[config.mk]
export PLATFORM = sky130hd
export DESIGN_NAME = mips_multicycle_ctrl
export DESIGN_NICKNAME = d
export VERILOG_FILES = /design/src/rtl/mips_multicycle_ctrl_pkg.sv /design/src/rtl/mips_multicycle_ctrl_alu_ctrl_decode.sv /design/src/rtl/mips_multicycle_ctrl.sv
export SDC_FILE = /design/constraint.sdc
export NUM_CORES = 1
export LEC_CHECK = 0
export ABC_AREA = 1
export BUFFER_PORTS_ARGS = -buffer_cell sky130_fd_sc_hd__buf_2
export CORE_MARGIN = 3
export CORE_UTILIZATION = 40
export CTS_BUF_LIST = sky130_fd_sc_hd__clkbuf_2
export DETAILED_ROUTE_END_ITERATION = 8
export PLACE_DENSITY = 0.72
export SLEW_MARGIN = 30
export SYNTH_ARGS = -nofsm -noshare
export SYNTH_HDL_FRONTEND = slang
export SYNTH_HIERARCHICAL = 1
export SYNTH_SLANG_ARGS = --single-unit
[constraint.sdc]
create_clock -name clk -period 3.2 [get_ports clk]
set_input_delay 0.16 -clock clk [delete_from_list [all_inputs] [get_ports clk]]
set_output_delay 0.16 -clock clk [all_outputs]
set_load 0.01 [all_outputs]
[src/rtl/mips_multicycle_ctrl_pkg.sv]
// ============================================================================
// Module  : mips_multicycle_ctrl_pkg
// Brief   : Shared encodings for the multi-cycle MIPS controller.
// Revision: 1.0
// ============================================================================
`default_nettype none

package mips_multicycle_ctrl_pkg;

    typedef enum logic [3:0] {
        FETCH    = 4'd0,
        DECODE   = 4'd1,
        MEMADR   = 4'd2,
        MEMRD    = 4'd3,
        MEMWB    = 4'd4,
        MEMWR    = 4'd5,
        RTYPE_EX = 4'd6,
        RTYPE_WB = 4'd7,
        BEQ_EX   = 4'd8,
        ADDI_EX  = 4'd9,
        ADDI_WB  = 4'd10,
        JUMP     = 4'd11
    } state_t;

    localparam logic [5:0] OP_RTYPE = 6'b000000;
    localparam logic [5:0] OP_LW    = 6'b100011;
    localparam logic [5:0] OP_SW    = 6'b101011;
    localparam logic [5:0] OP_BEQ   = 6'b000100;
    localparam logic [5:0] OP_ADDI  = 6'b001000;
    localparam logic [5:0] OP_J     = 6'b000010;

    localparam logic [5:0] FN_ADD = 6'b100000;
    localparam logic [5:0] FN_SUB = 6'b100010;
    localparam logic [5:0] FN_AND = 6'b100100;
    localparam logic [5:0] FN_OR  = 6'b100101;
    localparam logic [5:0] FN_SLT = 6'b101010;

    localparam logic [3:0] ALU_AND = 4'b0000;
    localparam logic [3:0] ALU_OR  = 4'b0001;
    localparam logic [3:0] ALU_ADD = 4'b0010;
    localparam logic [3:0] ALU_SUB = 4'b0110;
    localparam logic [3:0] ALU_SLT = 4'b0111;

    localparam logic       SRCA_PC     = 1'b0;
    localparam logic       SRCA_REG    = 1'b1;
    localparam logic [1:0] SRCB_REG    = 2'b00;
    localparam logic [1:0] SRCB_FOUR   = 2'b01;
    localparam logic [1:0] SRCB_IMM    = 2'b10;
    localparam logic [1:0] SRCB_IMMSH2 = 2'b11;

    localparam logic [1:0] PC_ALU    = 2'b00;
    localparam logic [1:0] PC_ALUOUT = 2'b01;
    localparam logic [1:0] PC_JUMP   = 2'b10;

    function automatic logic is_supported_op(input logic [5:0] op);
        return (op == OP_RTYPE) || (op == OP_LW) || (op == OP_SW) ||
               (op == OP_BEQ) || (op == OP_ADDI) || (op == OP_J);
    endfunction

endpackage

`default_nettype wire

[src/rtl/mips_multicycle_ctrl_alu_ctrl_decode.sv]
// ============================================================================
// Module  : alu_ctrl_decode
// Brief   : R-type funct field to ALU control code, with legality flag.
// Revision: 1.0
// ============================================================================
`default_nettype none

module alu_ctrl_decode
    import mips_multicycle_ctrl_pkg::*;
(
    input  logic [5:0] funct,
    output logic [3:0] alu_ctrl,
    output logic       legal
);

    always_comb begin
        alu_ctrl = ALU_ADD;
        legal    = 1'b1;
        case (funct)
            FN_ADD:  alu_ctrl = ALU_ADD;
            FN_SUB:  alu_ctrl = ALU_SUB;
            FN_AND:  alu_ctrl = ALU_AND;
            FN_OR:   alu_ctrl = ALU_OR;
            FN_SLT:  alu_ctrl = ALU_SLT;
            default: legal    = 1'b0;
        endcase
    end

endmodule

`default_nettype wire

[src/rtl/mips_multicycle_ctrl.sv]
// ============================================================================
// Module  : mips_multicycle_ctrl
// Brief   : Multi-cycle MIPS main controller (fetch/decode/execute/mem/wb).
// Revision: 1.0
// ============================================================================
`default_nettype none

module mips_multicycle_ctrl
    import mips_multicycle_ctrl_pkg::*;
(
    input  logic       clk,
    input  logic       reset,
    input  logic [5:0] opcode,
    input  logic [5:0] funct,
    input  logic       zero,
    input  logic       mem_ready,
    output logic [3:0] alu_ctrl,
    output logic       alu_src_a,
    output logic [1:0] alu_src_b,
    output logic [1:0] pc_src,
    output logic       pc_write,
    output logic       ir_write,
    output logic       reg_write,
    output logic       reg_dst,
    output logic       mem_to_reg,
    output logic       iord,
    output logic       mem_req,
    output logic       mem_we,
    output logic       illegal,
    output logic [3:0] state
);

    state_t     cur;
    logic [3:0] fn_alu;
    logic       fn_legal;

    alu_ctrl_decode u_alu_ctrl_decode (
        .funct    (funct),
        .alu_ctrl (fn_alu),
        .legal    (fn_legal)
    );

    always_ff @(posedge clk or posedge reset) begin
        if (reset) begin
            cur <= FETCH;
        end else begin
            case (cur)
                FETCH:    if (mem_ready) cur <= DECODE;
                DECODE: begin
                    case (opcode)
                        OP_RTYPE:     cur <= RTYPE_EX;
                        OP_LW, OP_SW: cur <= MEMADR;
                        OP_BEQ:       cur <= BEQ_EX;
                        OP_ADDI:      cur <= ADDI_EX;
                        OP_J:         cur <= JUMP;
                        default:      cur <= FETCH;
                    endcase
                end
                MEMADR:   cur <= (opcode == OP_LW) ? MEMRD : MEMWR;
                MEMRD:    if (mem_ready) cur <= MEMWB;
                MEMWB:    cur <= FETCH;
                MEMWR:    if (mem_ready) cur <= FETCH;
                RTYPE_EX: cur <= fn_legal ? RTYPE_WB : FETCH;
                RTYPE_WB: cur <= FETCH;
                BEQ_EX:   cur <= FETCH;
                ADDI_EX:  cur <= ADDI_WB;
                ADDI_WB:  cur <= FETCH;
                JUMP:     cur <= FETCH;
                default:  cur <= FETCH;
            endcase
        end
    end

    // Reset gates the decode directly so outputs drop without waiting for a clock.
    always_comb begin
        alu_ctrl   = ALU_ADD;
        alu_src_a  = SRCA_PC;
        alu_src_b  = SRCB_REG;
        pc_src     = PC_ALU;
        pc_write   = 1'b0;
        ir_write   = 1'b0;
        reg_write  = 1'b0;
        reg_dst    = 1'b0;
        mem_to_reg = 1'b0;
        iord       = 1'b0;
        mem_req    = 1'b0;
        mem_we     = 1'b0;
        illegal    = 1'b0;
        state      = 4'd0;
        if (reset) begin
            alu_ctrl = 4'd0;
        end else begin
            state = cur;
            case (cur)
                FETCH: begin
                    mem_req   = 1'b1;
                    alu_src_b = SRCB_FOUR;
                    ir_write  = mem_ready;
                    pc_write  = mem_ready;
                end
                DECODE: begin
                    alu_src_b = SRCB_IMMSH2;
                    illegal   = !is_supported_op(opcode);
                end
                MEMADR: begin
                    alu_src_a = SRCA_REG;
                    alu_src_b = SRCB_IMM;
                end
                MEMRD: begin
                    mem_req = 1'b1;
                    iord    = 1'b1;
                end
                MEMWB: begin
                    reg_write  = 1'b1;
                    mem_to_reg = 1'b1;
                end
                MEMWR: begin
                    mem_req = 1'b1;
                    mem_we  = 1'b1;
                    iord    = 1'b1;
                end
                RTYPE_EX: begin
                    alu_src_a = SRCA_REG;
                    alu_ctrl  = fn_alu;
                    illegal   = !fn_legal;
                end
                RTYPE_WB: begin
                    reg_write = 1'b1;
                    reg_dst   = 1'b1;
                    alu_ctrl  = fn_alu;
                end
                BEQ_EX: begin
                    alu_src_a = SRCA_REG;
                    alu_ctrl  = ALU_SUB;
                    pc_src    = PC_ALUOUT;
                    pc_write  = zero;
                end
                ADDI_EX: begin
                    alu_src_a = SRCA_REG;
                    alu_src_b = SRCB_IMM;
                end
                ADDI_WB:  reg_write = 1'b1;
                JUMP: begin
                    pc_src   = PC_JUMP;
                    pc_write = 1'b1;
                end
                default: ;
            endcase
        end
    end

endmodule

`default_nettype wire

Yosys cells after proc, flatten, opt, wreduce, memory -nomap -nowiden --
Index checks and enable logic that the tools add are counted.
Storage, ports and cells: bits in registers 4, latch bits 0, bits in writable memories 0, bits in read-only memories 0, word-level logic and storage cells 79, memories kept 0
Operators by class: $add $sub $neg 0, multipliers 0, divide/modulo/power cells 0, magnitude comparators 0, equality and inequality tests 24, shift operators 0, muxes and demuxes 36, bitwise operators 0, reduce and logical (&&, ||, !) cells 18
Operators by type and width (count):
- equality test 6 bit, second input constant | 7
- one-hot mux 4 bit (7 select lines) | 1
- 2-to-1 mux 4 bit | 5
- one-hot mux 4 bit (5 select lines) | 1
- 2-to-1 mux 1 bit | 19
- equality test 4 x 3 -> 1 bit, second input constant | 4
- equality test 4 bit, second input constant | 4
- one-hot mux 3 bit (4 select lines) | 1
- equality test 4 x 2 -> 1 bit, second input constant | 2
- one-hot mux 4 bit (2 select lines) | 1
- OR reduction 2 bit | 4
- equality test 6 x 2 -> 1 bit, second input constant | 1
- equality test 6 x 3 -> 1 bit, second input constant | 1
- equality test 6 x 4 -> 1 bit, second input constant | 1
- zero test 6 bit | 1
- 2-to-1 mux 3 bit | 2
- != test 2 bit, second input constant | 3
- one-hot mux 2 bit (3 select lines) | 1
- OR reduction 3 bit | 2
- logical OR 1 bit | 5
- OR reduction 5 bit | 1
- equality test 4 x 1 -> 1 bit, second input constant | 1
- zero test 4 bit | 1
- 2-to-1 mux 2 bit | 2
- 6 further kinds | 7

Logic depth before layout (Yosys ltp) --
Gate-level depths: netlist (run 1).
depth after elaboration 9, gate-level depth with buffers 13, mapped depth without buffers 13

Modules after synthesis --
Netlist (run 1), hierarchy kept.
Modules (own cells, without submodules):
- mips_multicycle_ctrl | times used 1, cells each 119, area each 610.6 sq um
- alu_ctrl_decode | times used 1, cells each 30, area each 130.1 sq um

Worst setup path after synthesis (run 1) --
OpenSTA, ideal clock, no wires.
path kind register to output, start reg cur[1], end out illegal, data arrival time 1148 ps, required time 3040 ps, setup slack 1892 ps, stages on the path, launching flop included 8, path buffers 0, cells stage by stage dfrtp_1 inv_2 nand2_4 nor2_4 nand3_1 nor2_1 nor2_1 nor2_1
On the way: cells in the longest elaborated chain, start to end 3, elaborated cells on any way between the ends 4, classes of those cells eq/ne (2); mux (2)
RTL lines:
- start: declaration | RTL line mips_multicycle_ctrl.sv:33 | state_t cur;
- start signal: assignment | RTL line mips_multicycle_ctrl.sv:59 | MEMADR: cur <= (opcode == OP_LW) ? MEMRD : MEMWR;
- start signal: assignment | RTL line mips_multicycle_ctrl.sv:63 | RTYPE_EX: cur <= fn_legal ? RTYPE_WB : FETCH;
- equality test 4 x 3 -> 1 bit / equality test 4 x 1 -> 1 bit (equally long branches) | RTL line mips_multicycle_ctrl.sv:94 | case (cur)
- one-hot mux 1 bit (2 select lines) (*) | RTL line mips_multicycle_ctrl.sv:94
- 2-to-1 mux 1 bit (*) | RTL line mips_multicycle_ctrl.sv:90 | if (reset) begin
- end: declaration | RTL line mips_multicycle_ctrl.sv:29 | output logic illegal,
Mark *: on every way between the ends. The rest lies on a longest branch, timed or not.

Worst setup path after layout (run 1) --
Same ends and word-level chain as after synthesis.

==> results of run 1 <==
-- worst max path at each step --
stage / start / to / slack, ps / depth (start not counted)
after CTS: cur[1] / illegal / 1440 / 8
after global placement: cur[1] / illegal / 1720 / 8
after floorplan: cur[1] / illegal / 1890 / 7
final: cur[1] / illegal / 1470 / 8
after detailed placement: cur[1] / illegal / 1680 / 8
after global routing: cur[1] / illegal / 1310 / 8
-- through the flow --
step	total power, mW	std cells	hold slack, ps	setup slack, ps	util [%]
after detailed placement	0.4089	206	242.3	1678	57.45
after floorplan	0.3204	149	148.1	1892	-
after CTS	0.4596	209	4.614	1440	58.37
after global placement	0.4058	206	240.5	1716	57.45
after global routing	0.5065	209	36.40	1310	58.37
final	0.4561	209	19.67	1471	58.37
-- placed cells by master (no fill, tap or decap), types with 3 or more instances in the layout --
master / n
nand2_1: 38
nor2_1: 38
buf_2: 36
inv_1: 20
nand3_1: 16
a21oi_1: 5
nor2_2: 4
dfrtp_1: 4
inv_2: 3
nor2_4: 3
nand2_2: 3
nor3_1: 3
clkbuf_2: 3
-- cell families (layout without fill, tap and decap cells) --
kind of cell	after synthesis	after routing	share of synthesized area, %
AND/OR/NAND/NOR	108	108	65.03
other	1	1	0.5063
buffers and inverters	27	63	14.19
flip-flops	4	4	13.51
AO/OA/AOI/OAI	9	9	6.756
-- area by class of cell --
| class | count | area, µm² | area share [%] |
|---|---|---|---|
| clock buffers | 3 | 15.01 | 1.579 |
| inverters | 24 | 90.09 | 9.474 |
| multi-input cells | 118 | 535.5 | 56.32 |
| flip-flops and latches | 4 | 100.1 | 10.53 |
| well taps | 24 | 30.03 | 3.158 |
| repair buffers | 36 | 180.2 | 18.95 |
-- power by group --
part	internal [mW]	switching [mW]	leakage, nW
Sequential	0.0645	0.0268	0.0533
Clock	0.0252	0.0214	0.0125
Combinational	0.112	0.206	0.557
-- metal layers --
metal / wire (µm) / global-route usage (%) / vias to the layer above
li1: - / - / 530
met1: 972 / 23.94 / 414
met3: 114 / 2.446 / 2
met4: 17 / 7.109 / 0
met2: 932 / 29.64 / 34
met5: 0 / 0 / -
-- critical path, cell delays in order (launching register included) --
cell	delay, ps
dfrtp_1	460
inv_2	160
nand2_4	90
nor2_4	160
nand3_1	90
nor2_1	140
nor2_1	50
nor2_1	80
buf_2	130
==> flow_summary.json, run 1 <==
{
  "syn_area_um2": 740.7,
  "vias_per_cell": 4.689,
  "start_util_pct": 45.47,
  "p_leak_nw": 0.6228,
  "synth.avg_cell_area_um2": 4.971,
  "wl_per_cell_um": 9.742,
  "drt-total-wl_mm": 2.036,
  "clockRootBuffer": "clkbuf_2",
  "grt_pass1_vias": 866,
  "min_path_type": "in2async",
  "synth_top_area_share_pct": 19.26,
  "ys_ff_latch": 4,
  "final_layout_size_suffix_gt1_share_pct": 28.65,
  "first_pass_iters": 4,
  "final_max_slew_viol_count": 0,
  "dpl_cell_area_um2": 935.9,
  "grt_max_degree": 21,
  "largestRegisters": "cur (4)",
  "htree_levels": 1,
  "ctsResizeCount": 0,
  "cp_max_fo": 7,
  "maxCapViolCount": 0,
  "synth_fp_nets": 165,
  "reg2reg_slack_ps": 1840,
  "drc": 0,
  "timing.final.crit_share_pct": 54.02,
  "netlist_top_cells_count": "38 x nand2_1, 38 x nor2_1, 20 x inv_1",
  "cts_hold_buf": 0,
  "final.fill_count": 186,
  "row_count": 14,
  "fmax_mhz": 578.5,
  "finalSetupViolCount": 0,
  "cp.required_ps": 3040,
  "synthCells": 149,
  "cts_buffers": 3,
  "synth_cell_type_count": 22,
  "synth_warnings": 6,
  "setup.worst_path.end_class": "output pin",
  "regMostFlops": "cur",
  "cts_sinks": 4,
  "status": "completed",
  "final_antenna_net_count": 0,
  "diodes": 0,
  "synth_area_leader_cell": "nand2_1",
  "overflow": 0,
  "irDropWorstVdd_uv": 339.5,
  "design_area_um2": 950.9,
  "yosysSeqAreaShare_pct": 13.51,
  "nets": 203,
  "port-buffer-count": 36,
  "cts_setup_buffers": 0,
  "synthArstFlopShare_pct": 100.0,
  "arrival_ps": 1570,
  "netlist_top_cells_area": "nand2_1 19%, nor2_1 19%, dfrtp_1 14%, nand3_1 11%, inv_1 10%",
  "largest_register_ffs": 4,
  "clk_path_buf_depth": 2,
  "min_period_ps": 1729,
  "cts_tree": "done",
  "synth_ff_type": "dfrtp_1",
  "fp.dieW_um": 49.03,
  "clkTransAtPathRegs_ps": 50,
  "reg2regPathDepth": 8,
  "drt-initial-drc-count": 14,
  "synth_edf_count": 0,
  "rsz0062_at_grt": "false",
  "startpoint_type": "register",
  "core_area_um2": 1629,
  "timing.rr.start": "cur[2]",
  "antenna_found_initial": 0,
  "finalSetupTns_ps": 0,
  "synthToLayoutAreaGrowth_pct": 28.38,
  "fin_worst_skew_ps": 7.579,
  "grt_pass1_wl_mm": 3.553,
  "critPathKind": "reg2out",
  "power_density_nw_per_um2": 479.6,
  "insertion_delay_ps": 210,
  "die_h_um": 49.03,
  "io_pins": 38,
  "hpwlAfterDp_mm": 1.709,
  "groute.usage.overall_pct": 18.15,
  "rr_endpoint": "cur[2]",
  "num_vias": 980,
  "gp_congestion": 0.8101,
  "hold_viol_final": 0,
  "die_area_um2": 2404
}
No activity file was read; power rests on OpenSTA's default activity.
==> run 2: changes to the inputs <==
clock period = 1.6 ns   (was 3.2 ns; I/O delays follow)
==> run 2 against run 1 <==
Combinational power grew 130%; setup slack lost 1400 ps; clock power grew 100%; wire length grew 7.8%; power grew 130%; utilization grew 5.8 points; global-route usage grew 0.19 points; largest power group unchanged; register-to-register slack lost 1600 ps; clock-buffer cell count is the same; cell count grew 3.3%; design area grew 9.9%.
==> flow_summary.json, run 2 (synthesis results as in run 1) <==
{
  "layout_commonest_cell": "nand2_1",
  "fin_worst_skew_ps": 7.445,
  "start_util_pct": 45.47,
  "drc": 0,
  "hp-start": "mem_ready",
  "regMostFlops": "cur",
  "final.fill_count": 179,
  "final_core_util_pct": 64.13,
  "hold_viol_final": 0,
  "port-buffer-count": 36,
  "startpoint_type": "register",
  "irDropWorstVdd_uv": 653.4,
  "first_pass_iters": 4,
  "path_common_cell": "nor2_1",
  "finalSetupViolCount": 0,
  "setup.worst_path.end_class": "output pin",
  "grt_pass1_vias": 889,
  "p_leak_nw": 0.6639,
  "die_h_um": 49.03,
  "layout_common_cells": "36 x nand2_1, 35 x nor2_1, 35 x buf_2",
  "crit_chain": "inv_2, nand2_4, nor2_4, nand3_1, nor2_1, nor2_1, nor2_1, buf_2",
  "antenna_found_initial": 0,
  "whs_ps": 176.2,
  "reg2reg_slack_ps": 280,
  "cp.required_ps": 1520,
  "timing.final.crit_share_pct": 95.64,
  "critPathKind": "reg2out",
  "clockRootBuffer": "clkbuf_2",
  "cts_sinks": 4,
  "fmax_mhz": 653.5,
  "finalPower_mw": 1.033,
  "min_period_ps": 1530,
  "status": "completed",
  "multiInputGateArea_um2": 553.0,
  "num_vias": 1028,
  "timing.rr.start": "cur[2]",
  "max_stage_delay_ps": 450,
  "largest_register_ffs": 4,
  "grt_max_degree": 21,
  "nets": 210,
  "cp-startpoint": "cur[2]",
  "drt-total-wl_mm": 2.195,
  "row_count": 14,
  "power_density_nw_per_um2": 989.2,
  "synthToLayoutAreaGrowth_pct": 41.05,
  "gp_congestion": 0.8100,
  "cts_buffers": 3,
  "critPathSlowestCell": "dfrtp_2",
  "dpl_cell_area_um2": 935.9,
  "largestRegisters": "cur (4)",
  "final_max_slew_viol_count": 0,
  "core_area_um2": 1629,
  "hpwlAfterDp_mm": 1.709,
  "overflow": 0,
  "drt-initial-drc-count": 30,
  "arrival_ps": 1450,
  "insertion_delay_ps": 210,
  "final_antenna_net_count": 0,
  "clkTransAtPathRegs_ps": 50,
  "finalSetupTns_ps": 0,
  "maxCapViolCount": 0,
  "die_area_um2": 2404,
  "cp_max_fo": 5,
  "design_area_um2": 1045,
  "min_path_type": "in2reg",
  "groute.usage.overall_pct": 18.34,
  "rsz0062_at_grt": "true",
  "io_pins": 38,
  "wl_per_cell_um": 10.16,
  "htree_levels": 1,
  "final_layout_size_suffix_gt1_share_pct": 36.46,
  "diodes": 0,
  "fp.dieW_um": 49.03,
  "seq_area_um2": 103.9,
  "vias_per_cell": 4.759,
  "cts_tree": "done",
  "grt_pass1_wl_mm": 3.594,
  "clk_path_buf_depth": 2
}
## run 2: cell count changes in the layout (fill, tap and decap cells not counted), moves of 3 or more
| cell | delta |
|---|---|
| buf_4 | +5 |
| dfrtp_1 | -3 |
| dfrtp_2 | +3 |
| nor2_1 | -3 |
| nor2_2 | +3 |
## run 2: stage by stage
stage	std cells	setup slack, ps
finish	216	69.72
detailed placement	206	158.2
floorplan	149	371.9
global route	216	-43.75
global placement	206	195.7
CTS	211	0.1290
## run 2: power breakdown
group          switching [mW]  internal [mW]  total, mW
logic                   0.446          0.299      0.745
registers              0.0601          0.134      0.194
clock network          0.0433         0.0504     0.0938
total                   0.550          0.484       1.03
## run 2: metal layers
layer / GRT usage, % / wire length (µm) / up-vias / part of all wire, %
met5: 0 / 0 / - / 0
met4: 7.109 / 17 / 0 / 0.77
met3: 2.141 / 156 / 2 / 7.1
met1: 24.31 / 985 / 437 / 45
li1: - / - / 545 / -
met2: 30.09 / 1036 / 44 / 47
## run 2: timing repair
item	CTS	global route
buffers inserted	1	5
hold buffers	1	0
resized for setup	2	12
endpoints found under the setup margin	1	8
hold endpoints to repair	4	0
pin swaps	0	2
## run 2: final cells by class
type / instances / area share (%)
Multi-Input combinational cell: 118 / 52.93
Timing Repair Buffer: 43 / 23.95
Sequential cell: 4 / 9.940
Inverter: 24 / 8.862
Tap cell: 24 / 2.874
Clock buffer: 3 / 1.437
## run 2: path summary, 6_finish.rpt
path / to / cells after the start
setup reg to reg: cur[2] / 10
hold reg to reg: cur[2] / 2
min in group asynchronous: cur[0] / 3
hold / removal: cur[0] / 4
max in group asynchronous: cur[1] / 3
setup / recovery: illegal / 8
## run 2: critical path: cells and delay by family, from the launching register on
| kind | cells | cell delay (ps) |
|---|---|---|
| buf+inv | 2 | 230 |
| flops | 1 | 450 |
| simple gates | 6 | 580 |
